==> src/rtl/ristretto_pkg.sv <==
// ============================================================================
// Module  : ristretto_pkg
// Brief   : Shared register-file sizing and writeback requester identifiers.
// Revision: 1.0
// ============================================================================
`default_nettype none

package ristretto_pkg;

  localparam int RegAddrWidth = 5;
  localparam int NumRegs      = 32;

  typedef enum logic {
    WB_ALU = 1'b0,
    WB_LSU = 1'b1
  } wb_req_e;

endpackage

`default_nettype wire

==> src/rtl/ristretto_rf_scoreboard.sv <==
// ============================================================================
// Module  : ristretto_rf_scoreboard
// Brief   : Pending-write vector with set/clear and two hazard query ports.
// Revision: 1.0
// ============================================================================
`default_nettype none

module ristretto_rf_scoreboard
  import ristretto_pkg::*;
(
  input  logic                    clk_i,
  input  logic                    rstn_i,
  input  logic                    set_i,
  input  logic [RegAddrWidth-1:0] set_addr_i,
  input  logic                    clr_i,
  input  logic [RegAddrWidth-1:0] clr_addr_i,
  input  logic [RegAddrWidth-1:0] rs1_addr_i,
  input  logic [RegAddrWidth-1:0] rs2_addr_i,
  output logic                    rs1_busy_o,
  output logic                    rs2_busy_o
);

  logic [NumRegs-1:0] r_pending;
  logic [NumRegs-1:0] w_pending_nxt;

  // Set is applied after clear so a re-issue wins over a retiring write.
  always_comb begin
    w_pending_nxt = r_pending;
    if (clr_i) w_pending_nxt[clr_addr_i] = 1'b0;
    if (set_i && (set_addr_i != '0)) w_pending_nxt[set_addr_i] = 1'b1;
    w_pending_nxt[0] = 1'b0;
  end

  always_ff @(posedge clk_i or negedge rstn_i) begin
    if (!rstn_i) r_pending <= '0;
    else         r_pending <= w_pending_nxt;
  end

  assign rs1_busy_o = (rs1_addr_i != '0) && r_pending[rs1_addr_i];
  assign rs2_busy_o = (rs2_addr_i != '0) && r_pending[rs2_addr_i];

endmodule

`default_nettype wire

==> src/rtl/ristretto_rf_wb_arbiter.sv <==
// ============================================================================
// Module  : ristretto_rf_wb_arbiter
// Brief   : Arbitrates ALU/LSU writebacks onto one registered RF write port.
//           RISTRETTO_WB_RR_EN selects round-robin, else LSU fixed priority.
// Revision: 1.0
// ============================================================================
`default_nettype none

module ristretto_rf_wb_arbiter
  import ristretto_pkg::*;
#(
  parameter int DataWidth = 32
) (
  input  logic                    clk_i,
  input  logic                    rstn_i,
  input  logic                    wb0_valid_i,
  output logic                    wb0_ready_o,
  input  logic [RegAddrWidth-1:0] wb0_addr_i,
  input  logic [DataWidth-1:0]    wb0_data_i,
  input  logic                    wb1_valid_i,
  output logic                    wb1_ready_o,
  input  logic [RegAddrWidth-1:0] wb1_addr_i,
  input  logic [DataWidth-1:0]    wb1_data_i,
  input  logic                    sb_set_i,
  input  logic [RegAddrWidth-1:0] sb_set_addr_i,
  input  logic [RegAddrWidth-1:0] sb_rs1_addr_i,
  input  logic [RegAddrWidth-1:0] sb_rs2_addr_i,
  output logic                    sb_rs1_busy_o,
  output logic                    sb_rs2_busy_o,
  output logic                    rf_wr_en_o,
  output logic [RegAddrWidth-1:0] rf_rd_addr_o,
  output logic [DataWidth-1:0]    rf_rd_wdata_o
);

  logic                    w_gnt_vld;
  wb_req_e                 w_gnt;
  logic [RegAddrWidth-1:0] w_addr;
  logic [DataWidth-1:0]    w_data;

  logic                    r_wr_en;
  logic [RegAddrWidth-1:0] r_addr;
  logic [DataWidth-1:0]    r_data;

  assign w_gnt_vld = wb0_valid_i | wb1_valid_i;

`ifdef RISTRETTO_WB_RR_EN
  wb_req_e r_prio;

  always_comb begin
    w_gnt = WB_ALU;
    if (wb0_valid_i && wb1_valid_i) w_gnt = r_prio;
    else if (wb1_valid_i)           w_gnt = WB_LSU;
  end

  // The loser of the last completed transfer is favoured next time.
  always_ff @(posedge clk_i or negedge rstn_i) begin
    if (!rstn_i)        r_prio <= WB_ALU;
    else if (w_gnt_vld) r_prio <= (w_gnt == WB_ALU) ? WB_LSU : WB_ALU;
  end
`else
  assign w_gnt = wb1_valid_i ? WB_LSU : WB_ALU;
`endif

  assign wb0_ready_o = w_gnt_vld && (w_gnt == WB_ALU);
  assign wb1_ready_o = w_gnt_vld && (w_gnt == WB_LSU);

  assign w_addr = (w_gnt == WB_LSU) ? wb1_addr_i : wb0_addr_i;
  assign w_data = (w_gnt == WB_LSU) ? wb1_data_i : wb0_data_i;

  // x0 transfers are accepted and captured but never raise the write enable.
  always_ff @(posedge clk_i or negedge rstn_i) begin
    if (!rstn_i) begin
      r_wr_en <= 1'b0;
      r_addr  <= '0;
      r_data  <= '0;
    end else begin
      r_wr_en <= w_gnt_vld && (w_addr != '0);
      if (w_gnt_vld) begin
        r_addr <= w_addr;
        r_data <= w_data;
      end
    end
  end

  assign rf_wr_en_o    = r_wr_en;
  assign rf_rd_addr_o  = r_addr;
  assign rf_rd_wdata_o = r_data;

  ristretto_rf_scoreboard u_scoreboard (
    .clk_i      (clk_i),
    .rstn_i     (rstn_i),
    .set_i      (sb_set_i),
    .set_addr_i (sb_set_addr_i),
    .clr_i      (r_wr_en),
    .clr_addr_i (r_addr),
    .rs1_addr_i (sb_rs1_addr_i),
    .rs2_addr_i (sb_rs2_addr_i),
    .rs1_busy_o (sb_rs1_busy_o),
    .rs2_busy_o (sb_rs2_busy_o)
  );

endmodule

`default_nettype wire

==> config.mk <==
export PLATFORM = sky130hd
export DESIGN_NAME = ristretto_rf_wb_arbiter
export DESIGN_NICKNAME = d
export VERILOG_FILES = /design/src/rtl/ristretto_pkg.sv /design/src/rtl/ristretto_rf_scoreboard.sv /design/src/rtl/ristretto_rf_wb_arbiter.sv
export SDC_FILE = /design/constraint.sdc
export NUM_CORES = 1
export LEC_CHECK = 0
export CORE_UTILIZATION = 45
export CTS_CLUSTER_DIAMETER = 50
export DETAILED_ROUTE_END_ITERATION = 12
export PLACE_DENSITY = 0.81
export SYNTH_ARGS = -nofsm -noshare
export SYNTH_HDL_FRONTEND = slang
export SYNTH_SLANG_ARGS = --single-unit
==> constraint.sdc <==
create_clock -name clk_i -period 2 [get_ports clk_i]
set_clock_uncertainty 0.05 [all_clocks]
set_input_delay 0.2 -clock clk_i [delete_from_list [all_inputs] [get_ports clk_i]]
set_output_delay 0.2 -clock clk_i [all_outputs]
set_load 0.01 [all_outputs]
# Word-level counts from Yosys, hierarchy flattened
# Cells that the tools add are included.
# W data, S select, Z words.
# op_classes
n_lt_le_gt_ge,6
n_bitwise,5
add_sub_neg,0
div,0
eq_ne,0
n_mux,13
multipliers,0
shifts,0
n_reduce_logical,12
# op_table
cell,count
$mux W32,3
$and A32 B32 Y32,1
$not A32 Y32,1
$or A32 B32 Y32,1
$lt A5 B6 Y1 const B,4
$reduce_bool A5 Y1,4
$bmux W1 S5,2
$demux W1 S5,2
$ge A5 B1 Y1 const B,2
$logic_and A1 B1 Y1,8
$mux W1,5
$mux W5,1
$not A1 Y1,1
$or A1 B1 Y1,1
# totals
mem_bits_ro,0
n_memories,0
mem_bits_rw,0
latch_bits,0
wordCells,40
register_bits,69

# Longest topological paths before layout
# logic_depth
depth_word,9
mapped_depth,6

# By module
# A second synthesis with hierarchy kept.
# hier_totals
hier_cells,364
area_unflattened_um2,3631.0
# by_module_without_submodules
mod,seq_area_each_um2,instances,cells_each,area_each_um2
ristretto_rf_scoreboard,775.7,1,196,1870.5
ristretto_rf_wb_arbiter,950.9,1,168,1760.4

# Worst setup path after synthesis
# Ideal clock, no wire load.
# synth_timing
path_kind,input to output
startpoint,input sb_rs2_addr_i[0]
endpoint,output sb_rs2_busy_o
required_time_ps,1750
arrival_time_ps,1237
n_path_buf,1
setup_slack_ps,513
path_stages,6
path_cell_list,buf_6 mux2_2 a221oi_1 a2111oi_1 a41oi_1 nand3_1
# synth_between
elab_chain_cells,3
# synth_rtl
item,line,rtl
"start, declared",ristretto_rf_wb_arbiter.sv:27,"input logic [RegAddrWidth-1:0] sb_rs2_addr_i,"
$bmux W1 S5,ristretto_rf_scoreboard.sv:40,assign rs2_busy_o = (rs2_addr_i != '0) && r_pending[rs2_addr_i];
$mux W1 (not written as such),ristretto_rf_scoreboard.sv:40,
$logic_and A1 B1 Y1 *,ristretto_rf_scoreboard.sv:40,
"end, declared",ristretto_rf_wb_arbiter.sv:29,"output logic sb_rs2_busy_o,"
# Mark *: on every way between the ends. The rest lies on a longest branch, timed or not. The select of a mux whose other input is x is not followed.

# Worst setup path after layout
# layout_timing
startpoint,register u_scoreboard.r_pending[2]
endpoint,output sb_rs2_busy_o
# layout_between
elab_chain_cells,3
# layout_rtl
item,line,rtl
"start, declared",ristretto_rf_scoreboard.sv:23,logic [NumRegs-1:0] r_pending;
"start signal, assigned",ristretto_rf_scoreboard.sv:36,else r_pending <= w_pending_nxt;
$bmux W1 S5,ristretto_rf_scoreboard.sv:40,
$mux W1 (not written as such),ristretto_rf_scoreboard.sv:40,
$logic_and A1 B1 Y1,ristretto_rf_scoreboard.sv:40,
# No other way between the ends. The select of a mux whose other input is x is not followed.

==> results_dict.tcl <==
set metrics [dict create \
    worst_pin_slew_ps 412 \
    track_usage_pct 27.0 \
    cap_viol_max_count 0 \
    yosysTopAreaCell "dfrtp_1" \
    tns_ps -51.1 \
    cp_max_fo 3 \
    ant_nets 0 \
    route.detailed.drc 0 \
    rsz0062_at_grt "true" \
    routedWlPerCell_um 17.6 \
    synth_cell_types 35 \
    portBuffers 135 \
    leakagePower_uw 0.00229 \
    wl_um 11000 \
    grt_pass1_vias 3631 \
    synth_adder_area_share_pct 0 \
    synthTopCellsByArea "dfrtp_1 47%, mux2i_1 15%, o21ai_0 13%, nand2_1 4.6%, nand3b_1 2.1%" \
    htree_levels 3 \
    relSlewSlack_pct 72.3 \
    cp.required_ps 1750 \
    setup_viol 1 \
    drive_gt1_share_pct 10.9 \
    clock_latency_ps 340 \
    max_stage_delay_ps 400 \
    layout_min_cycle_time_ps 2050 \
    ys_ff_latch 69 \
    die_y_um 92.1 \
    cts_buffer_depth 2 \
    hold_violations 0 \
    fin_hold_ws_ps 94.4 \
    overflow 0 \
    dr.pass1.iters 4 \
    io_pins 136 \
    grt_pass1_wl_um 17900 \
    synth_cells 370 \
    final_nets 611 \
    synthSimpleGateAreaFrac_pct 13.7 \
    synthXorXnorAreaFrac_pct 0 \
    fin_area_sq_um 5490 \
    synth_mux_area_share_pct 17.0 \
    path_cells "mux2_4 > a221oi_4 > a2111oi_2 > a41oi_1 > nand3_1 > buf_2" \
    synth_top_family_by_area "compound AO/OA/AOI/OAI gates" \
    grt_antenna_before_repair 0 \
    dp_hpwl_um 8150 \
    synth_most_common_cell "o21ai_0" \
    place_ws_ps -560 \
    fmax_mhz 488 \
    crit_type "flop to output port" \
    worstSetupEndpointType "output port" \
    grt_max_degree 70 \
    synth_edf_count 0 \
    violations "negative setup slack" \
    fin_ws_ps -51.1 \
    core_sq_um 7770 \
    clock-root-buffer "clkbuf_8" \
    die_w_um 92.1 \
    async_reset_ff_share_pct 100 \
    synth_compound_area_share_pct 18.5 \
    power_density_nw_per_um2 839 \
    drtIter0Drc 190 \
    cts_tree "yes" \
    insertedDiodeCount 0 \
    hp-class "input port to flop" \
    ys_seq_area_share_pct 47.3 \
    clock_sinks 69 \
    synthToLayoutAreaGrowth_pct 50.4 \
    synth_top_area_share_pct 47.3 \
    start_util_pct 47.0 \
    fp-row-count 32 \
    synth.avg_cell_area_sq_um 9.87 \
    synth_ff_type "dfrtp_1" \
    place_area_sq_um 5170 \
    worst_path_max_delay_cell "dfrtp_1" \
    status "finished, violations left" \
    synth_commonest_cells "98 x o21ai_0, 69 x dfrtp_1, 54 x mux2i_1" \
    netlist_area_sq_um 3650 \
    vias 3537 \
    fin_crit_sh_pct 103 \
    ys.warnings.count 0 \
    syn_nets 464 \
    worstPathArrival_ps 1800 \
    gp_congestion 0.918 \
    via_per_inst 5.67 \
    cp-start-kind "flop" \
    clk_pin_slew_ps 80 \
    die_area_sq_um 8480 \
    irDropWorstVdd_mv 0.431 \
    maxSlewViolCount 0 \
    cts_made_buffers 9 \
]
[cell usage in the layout (no fill, tap or decap), types with 2 or more instances in the layout]
cell type	synthesis	final
buf_2	3	5
a221oi_1	8	6
a211oi_1	3	3
a2111oi_2	1	4
nor2_1	6	6
inv_1	4	3
mux4_2	2	2
dfrtp_1	69	69
nand3_1	6	6
mux2i_1	54	54
nand3b_1	10	10
nor2b_1	11	11
or3_1	2	2
buf_12	0	3
nand2_1	45	45
nand4_1	2	2
mux2_2	3	2
dlygate4sd2_1	0	3
nand4b_1	2	2
clkbuf_8	0	10
o21ai_0	98	98
buf_4	2	18
clkdlybuf4s50_1	0	126
nand2b_1	4	4
bufinv_16	0	3
a21oi_1	2	2
or3b_2	4	4
and2_1	2	2
[logic make-up after synthesis]
logic type / after synthesis
buffers and inverters: 25
flip-flops: 69
AO/OA/AOI/OAI: 120
AND/OR/NAND/NOR: 97
multiplexers: 59
[power by group]
part	switching (uW)	total, uW	internal, uW
combinational	547	1240	692
sequential	277	1970	1690
clock	529	1400	867
[metrics by stage]
stage	std cells	util (%)	total power, uW
2_1_floorplan	370	-	2480
3_3_place_gp	604	66.6	3110
3_5_place_dp	604	66.6	3160
4_1_cts	623	70.2	4580
5_1_grt	624	70.7	4860
6_report	624	70.7	4610
[cell type report]
cell class / instances / area, sq um
fill: 599 / 2280
multi-input combinational: 276 / 1840
sequential: 69 / 1730
timing repair buffer: 157 / 1530
clock buffer: 11 / 141
tap: 102 / 128
clock inverter: 5 / 106
inverter: 4 / 15.0
[layer usage]
layer	vias to the layer above	global-route usage (%)	share of wire, %
met5	-	0	0
met4	0	8.98	2.0
met3	22	11.0	10
li1	1647	-	-
met2	167	43.8	48
met1	1701	32.5	40
[final timing paths]
check	start	endpoint	slack (ps)	cells after the start
worst min-delay path	wb1_valid_i	rf_rd_wdata_o[22]	90	2
worst min register to register	u_scoreboard.r_pending[18]	u_scoreboard.r_pending[18]	500	2
max in group asynchronous	rstn_i	u_scoreboard.r_pending[24]	1240	3
min in group asynchronous	rstn_i	rf_rd_wdata_o[11]	370	3
worst max-delay path	u_scoreboard.r_pending[2]	sb_rs2_busy_o	-50	6
worst max register to register	rf_rd_addr_o[3]	u_scoreboard.r_pending[17]	470	3
[what timing repair did]
action	in CTS	in global routing
resized for setup	17	6
setup buffers	2	1
pin swaps	2	4
hold buffers	1	0
cloned	0	0
endpoints found under the setup margin	2	2
hold endpoints to repair	69	0
[worst max-delay path, delay by kind of cell (launching register included)]
kind,cells,cell delay [ps]
flip-flops,1,400
AO/OA/AOI/OAI,3,540
AND/OR/NAND/NOR,1,90
buffers and inverters,1,140
multiplexers,1,290
[flip-flops by register name, summed over array words and instances, names as in the netlist]
name / cells
rf_rd_addr_o: 5
rf_wr_en_o: 1
rf_rd_wdata_o: 32
u_scoreboard.r_pending: 31
(Power assumes the default switching activity.)
